[config.mk]
export PLATFORM = sky130hd
export DESIGN_NAME = seg7_scan_driver_flat
export DESIGN_NICKNAME = d
export VERILOG_FILES = /design/src/rtl/seg7_scan_driver_if.sv /design/src/rtl/seg7_scan_driver.sv /design/src/flat_wrapper.sv
export SDC_FILE = /design/constraint.sdc
export NUM_CORES = 1
export LEC_CHECK = 0
export ABC_AREA = 0
export CORE_MARGIN = 2
export CORE_UTILIZATION = 47
export CTS_CLUSTER_SIZE = 10
export DETAILED_ROUTE_END_ITERATION = 6
export PLACE_DENSITY = 0.7
export REMOVE_ABC_BUFFERS = 1
export SLEW_MARGIN = 30
export SYNTH_ARGS = -nofsm -noshare
export SYNTH_HDL_FRONTEND = slang
export SYNTH_SLANG_ARGS = --single-unit
[constraint.sdc]
create_clock -name clk -period 4.25 [get_ports clk]
set_clock_uncertainty 0.1 [all_clocks]
set_input_delay 0.6375 -clock clk [delete_from_list [all_inputs] [get_ports clk]]
set_output_delay 0.6375 -clock clk [all_outputs]
set_load 0.02 [all_outputs]
[src/rtl/seg7_scan_driver_if.sv]
// Display-side bundle for seg7_scan_driver: load/value/sign in, segment/enable/status out.
// The blink signal exists only when SEG7_BLINK_EN is defined.
interface seg7_scan_driver_if #(
  parameter int DIGITS = 2
);
  logic                  load;
  logic [4*DIGITS-1:0]   bcd_in;
  logic                  neg;
`ifdef SEG7_BLINK_EN
  logic                  blink;
`endif
  logic [6:0]            seg;
  logic [DIGITS-1:0]     an;
  logic                  err;
  logic                  ovf;

`ifdef SEG7_BLINK_EN
  modport master (output load, bcd_in, neg, blink, input seg, an, err, ovf);
  modport slave  (input load, bcd_in, neg, blink, output seg, an, err, ovf);
`else
  modport master (output load, bcd_in, neg, input seg, an, err, ovf);
  modport slave  (input load, bcd_in, neg, output seg, an, err, ovf);
`endif
endinterface

[src/rtl/seg7_scan_driver.sv]
// Time-multiplexed BCD to seven-segment driver with leading-zero blanking, minus sign
// and invalid-nibble flag. Optional display flashing is built when SEG7_BLINK_EN is defined.
module seg7_scan_driver #(
  parameter int DIGITS       = 2,
  parameter int SCAN_DIV     = 50000,
  parameter int BLINK_FRAMES = 64
) (
  input logic              clk,
  input logic              rst,
  seg7_scan_driver_if.slave bus
);

  localparam int IW = (DIGITS > 1) ? $clog2(DIGITS) : 1;
  localparam int CW = (SCAN_DIV > 1) ? $clog2(SCAN_DIV) : 1;
  localparam int VW = 4 * DIGITS;
  localparam logic [IW-1:0] IDX_LAST = IW'(DIGITS - 1);
  localparam logic [CW-1:0] CNT_LAST = CW'(SCAN_DIV - 1);

  localparam logic [6:0] SEG_BLANK = 7'b1111111;
  localparam logic [6:0] SEG_MINUS = 7'b1111110;
  localparam logic [6:0] SEG_ERR   = 7'b0110000;

  function automatic logic [6:0] bcd_to_seg(input logic [3:0] n);
    logic [6:0] s;
    case (n)
      4'd0:    s = 7'b0000001;
      4'd1:    s = 7'b1001111;
      4'd2:    s = 7'b0010010;
      4'd3:    s = 7'b0000110;
      4'd4:    s = 7'b1001100;
      4'd5:    s = 7'b0100100;
      4'd6:    s = 7'b0100000;
      4'd7:    s = 7'b0001111;
      4'd8:    s = 7'b0000000;
      4'd9:    s = 7'b0000100;
      default: s = SEG_ERR;
    endcase
    return s;
  endfunction

  logic [CW-1:0]     cnt_q, cnt_d;
  logic [IW-1:0]     idx_q, idx_d;
  logic [VW-1:0]     val_q, val_d;
  logic              sgn_q, sgn_d;
  logic [6:0]        seg_q, seg_d;
  logic [DIGITS-1:0] an_q, an_d;
  logic              err_q, err_d;
  logic              ovf_q, ovf_d;

  int unsigned       msd;
  int unsigned       idx_u;
  logic [3:0]        digit;

  always_comb begin
    cnt_d = cnt_q + 1'b1;
    idx_d = idx_q;
    if (cnt_q == CNT_LAST) begin
      cnt_d = '0;
      idx_d = (idx_q == IDX_LAST) ? '0 : idx_q + 1'b1;
    end
    val_d = bus.load ? bus.bcd_in : val_q;
    sgn_d = bus.load ? bus.neg : sgn_q;
  end

`ifdef SEG7_BLINK_EN
  localparam int FW = (BLINK_FRAMES > 1) ? $clog2(BLINK_FRAMES) : 1;
  localparam logic [FW-1:0] FRAME_LAST = FW'(BLINK_FRAMES - 1);

  logic [FW-1:0] frame_q, frame_d;
  logic          phase_q, phase_d;

  always_comb begin
    frame_d = frame_q;
    phase_d = phase_q;
    if ((cnt_q == CNT_LAST) && (idx_q == IDX_LAST)) begin
      if (frame_q == FRAME_LAST) begin
        frame_d = '0;
        phase_d = ~phase_q;
      end else begin
        frame_d = frame_q + 1'b1;
      end
    end
  end

  always_ff @(posedge clk) begin
    if (rst) begin
      frame_q <= '0;
      phase_q <= 1'b0;
    end else begin
      frame_q <= frame_d;
      phase_q <= phase_d;
    end
  end
`endif

  // Outputs decode the current (idx_q, val_q) pair, so a load landing on an
  // idx advance is seen together with the new idx one edge later.
  always_comb begin
    msd   = 0;
    err_d = 1'b0;
    for (int unsigned i = 0; i < DIGITS; i++) begin
      if (val_q[4*i +: 4] != 4'd0) msd = i;
      if (val_q[4*i +: 4] > 4'd9)  err_d = 1'b1;
    end
    idx_u = 32'(idx_q);
    digit = val_q[4*idx_u +: 4];
    ovf_d = sgn_q && (msd == unsigned'(DIGITS - 1));
    if (idx_u > msd)
      seg_d = (sgn_q && (idx_u == msd + 1)) ? SEG_MINUS : SEG_BLANK;
    else
      seg_d = bcd_to_seg(digit);
    an_d = ~(DIGITS'(1) << idx_q);
`ifdef SEG7_BLINK_EN
    if (bus.blink && phase_q) begin
      seg_d = SEG_BLANK;
      an_d  = '1;
    end
`endif
  end

  always_ff @(posedge clk) begin
    if (rst) begin
      cnt_q <= '0;
      idx_q <= '0;
      val_q <= '0;
      sgn_q <= 1'b0;
      seg_q <= SEG_BLANK;
      an_q  <= '1;
      err_q <= 1'b0;
      ovf_q <= 1'b0;
    end else begin
      cnt_q <= cnt_d;
      idx_q <= idx_d;
      val_q <= val_d;
      sgn_q <= sgn_d;
      seg_q <= seg_d;
      an_q  <= an_d;
      err_q <= err_d;
      ovf_q <= ovf_d;
    end
  end

  assign bus.seg = seg_q;
  assign bus.an  = an_q;
  assign bus.err = err_q;
  assign bus.ovf = ovf_q;

endmodule

[src/flat_wrapper.sv]
// flat-port wrapper written by rule: the top's interface ports become plain ports
module seg7_scan_driver_flat 
#(
  parameter int DIGITS       = 2,
  parameter int SCAN_DIV     = 50000,
  parameter int BLINK_FRAMES = 64
)
  (clk, rst, bus_load, bus_bcd_in, bus_neg, bus_seg, bus_an, bus_err, bus_ovf);
  seg7_scan_driver_if #(.DIGITS(DIGITS)) bus_i ();
  input logic clk;
  input logic rst;
  input wire logic [$bits(bus_i.load)-1:0] bus_load;
  input wire logic [$bits(bus_i.bcd_in)-1:0] bus_bcd_in;
  input wire logic [$bits(bus_i.neg)-1:0] bus_neg;
  output wire logic [$bits(bus_i.seg)-1:0] bus_seg;
  output wire logic [$bits(bus_i.an)-1:0] bus_an;
  output wire logic [$bits(bus_i.err)-1:0] bus_err;
  output wire logic [$bits(bus_i.ovf)-1:0] bus_ovf;
  assign bus_i.load = bus_load;
  assign bus_i.bcd_in = bus_bcd_in;
  assign bus_i.neg = bus_neg;
  assign bus_seg = bus_i.seg;
  assign bus_an = bus_i.an;
  assign bus_err = bus_i.err;
  assign bus_ovf = bus_i.ovf;
  seg7_scan_driver #(.DIGITS(DIGITS), .SCAN_DIV(SCAN_DIV), .BLINK_FRAMES(BLINK_FRAMES)) u_core (.clk(clk), .rst(rst), .bus(bus_i));
endmodule
==> flow_metrics.env <==
export IMPL_status="finished, final reports clean"
export IMPL_hold_buffers=0
export IMPL_clockPowerShare_pct=39.9
export IMPL_hold_viol=0
export IMPL_yosysSeqAreaShare_pct=45.1
export IMPL_drt_first_pass_iters=4
export IMPL_clock_latency_ns=0.34
export IMPL_yosys_warnings=0
export IMPL_vias=1188
export IMPL_synth_edf_count=0
export IMPL_wl_per_cell_um=12.6
export IMPL_internal_power_uw=581
export IMPL_ir_worst_vdd_mv=0.241
export IMPL_ys_types=37
export IMPL_pwr_share_comb_pct=10.2
export IMPL_n_fill_cell=319
export IMPL_fin_nets=208
export IMPL_cts_max_path_buffers=2
export IMPL_slew_headroom_pct=45.3
export IMPL_tightest_slew_ns=0.798
export IMPL_critPathMaxFanout=10
export IMPL_grt_use_total_pct=16.6
export IMPL_root_buffer="clkbuf_4"
export IMPL_row_count=21
export IMPL_worstSetupEndpointType="flip-flop"
export IMPL_critPathKind="reg2reg"
export IMPL_path_clk_slew_ns=0.11
export IMPL_multi_input_comb_area_sq_um=837
export IMPL_postLayoutCoreUtil_pct=59.4
export IMPL_p_per_area_nw_per_um2=375
export IMPL_grt_pass1_wl_mm=5.24
export IMPL_p_sw_share_pct=21.8
export IMPL_drive_gt1_share_pct=11.5
export IMPL_syn_area_sq_um=1640
export IMPL_instances_no_fill=237
export IMPL_max_freq_ghz=0.451
export IMPL_gp_congestion=0.764
export IMPL_antenna_found_initial=0
export IMPL_detail_route_antenna_nets=0
export IMPL_dpl_cell_count=229
export IMPL_cts_max_level=2
export IMPL_viasPerCell=5.01
export IMPL_ys_seq_elements=37
export IMPL_fin_setup_tns_ns=0
export IMPL_register_area_sq_um=741
export IMPL_dp_hpwl_mm=2.23
export IMPL_fp_dieH_um=63.1
export IMPL_synthArstFlopShare_pct=0
export IMPL_start_kind="flip-flop"
export IMPL_io_pins=23
export IMPL_maxCapViolCount=0
export IMPL_die_area_sq_um=3980
export IMPL_drt_total_wl_mm=2.99
export IMPL_numPortBuffers=22
export IMPL_pwr_share_seq_pct=49.9
export IMPL_core_area_sq_um=3340
export IMPL_synthFlopType="dfxtp_1"
export IMPL_p_leak_nw=0.784
export IMPL_start_util_pct=49.2
export IMPL_timing_final_crit_share_pct=52.2
export IMPL_diodes=0
export IMPL_areaGrowthSynthToFinish_pct=20.6
export IMPL_power_switching_uw=162
export IMPL_required_ns=4.38
export IMPL_syn_inst=167
export IMPL_synth_avg_cell_area_sq_um=9.84
export IMPL_slew_viol_final=0
export IMPL_grt_max_degree=19
export IMPL_min_path_type="reg2reg"
export IMPL_grt_overflow=0
export IMPL_cts_sinks=37
export IMPL_setup_viol=0
export IMPL_rsz0062_at_grt="no"
export IMPL_drc=0
export IMPL_power_uw=743
export IMPL_dieWidth_um=63.1
export IMPL_fin_crit_ns=2.22
export IMPL_ctsResizeCount=0
export IMPL_cts_setup_buffers=0
export IMPL_cts_tree="built"
export IMPL_cts_buffers=5
export IMPL_grt_pass1_vias=1143
export IMPL_dr_first_iter_drc_count=29
export IMPL_cp_arrival_ns=2.35
[cell families (layout without fill, tap and decap cells)]
logic type      after synthesis  in the layout  synth area share [%]
xor+xnor                     15             15                  8.00
compound gates               17             17                  5.86
flops                        37             37                  45.1
fa+ha+maj                     6              6                  4.57
buf+inv                      12             36                  3.96
simple gates                 65             65                  23.3
mux                          15             15                  9.22
[worst paths after layout]
path | start | end | slack, ns | depth (start not counted)
hold / removal | u_core.cnt_q[0] | u_core.cnt_q[0] | 0.38 | 1
setup reg to reg | u_core.idx_q | u_core.bus.seg[0] | 2.03 | 6
setup / recovery | u_core.idx_q | u_core.bus.seg[0] | 2.03 | 6
hold reg to reg | u_core.cnt_q[0] | u_core.cnt_q[0] | 0.38 | 1
[critical path, cell delays in order (launching register included)]
cell and delay, ns:
dfxtp_1 0.62, mux2i_1 0.52, inv_1 0.13, ha_1 0.25
inv_1 0.06, o21ai_1 0.07, a311o_1 0.36
[synthesized netlist by cell type, drive strengths merged (2+ instances only)]
master,count,area [sq um]
nand2,7,26.3
mux2i,14,140
inv,6,22.5
nand4,4,61.3
nand3,5,25.0
a21oi,4,20.0
xor2,3,26.3
and3,3,20.0
buf,4,35.0
nor4,4,43.8
clkbuf,2,7.51
dfxtp,37,741
xnor2,12,105
nand2b,2,15.0
nor2,30,118
ha,6,75.1
nor3,4,20.0
o21ai,10,50.0
[power by group through the flow]
stage	logic, mW	clock network, mW	registers [mW]
final	0.0754	0.297	0.371
after CTS	0.0760	0.304	0.371
after floorplan	0.0309	0	0.386
after global placement	0.0736	0	0.378
after global routing	0.0837	0.318	0.373
after detailed placement	0.0755	0	0.379
[placed cells by master, fill, tap and decap left out, types with 2 or more instances in the layout]
master	netlist	routed
nand3_1	5	5
clkbuf_4	0	5
o21ai_0	9	9
xor2_1	3	3
ha_1	6	6
a21oi_1	4	4
nor2_2	2	2
xnor2_1	12	12
nor3_1	4	4
nor4_2	3	3
mux2i_1	14	14
nor2_1	28	28
inv_1	6	6
bufinv_16	0	2
nand4_4	2	2
and3_1	2	2
clkdlybuf4s50_1	0	22
dfxtp_1	37	37
nand2_1	7	7
[cell type report]
| class | instances | share of cell area, % |
|---|---|---|
| inverter | 6 | 1.14 |
| tap | 46 | 2.91 |
| sequential | 37 | 37.4 |
| timing repair buffer | 22 | 11.1 |
| clock buffer | 5 | 1.90 |
| clock inverter | 3 | 3.28 |
| multi-input combinational | 118 | 42.3 |
[flip-flops by register name (all words and copies together) (netlist names)]
register and flops:
u_core.cnt_q 16, u_core.val_q 8, u_core.bus.seg 7, u_core.bus.an 2
u_core.bus.err 1, u_core.bus.ovf 1, u_core.idx_q 1, u_core.sgn_q 1
[routing by layer]
layer	routed length (um)	vias to the layer above	GRT usage, %
met2	1440	22	27.3
li1	-	612	-
met1	1380	549	21.2
met5	0	-	0
met3	113	5	3.93
met4	44	0	5.83
[stage by stage]
stage / setup slack, ns / hold WS, ns / cell area, sq um
after floorplan: 2.34 / 0.336 / 1600
after global placement: 2.02 / 0.347 / 1880
after detailed placement: 2.01 / 0.359 / 1880
after CTS: 2.02 / 0.385 / 1980
after global routing: 1.83 / 0.417 / 1980
final: 2.03 / 0.379 / 1980
Note: power is estimated with default switching activity, not from simulation.
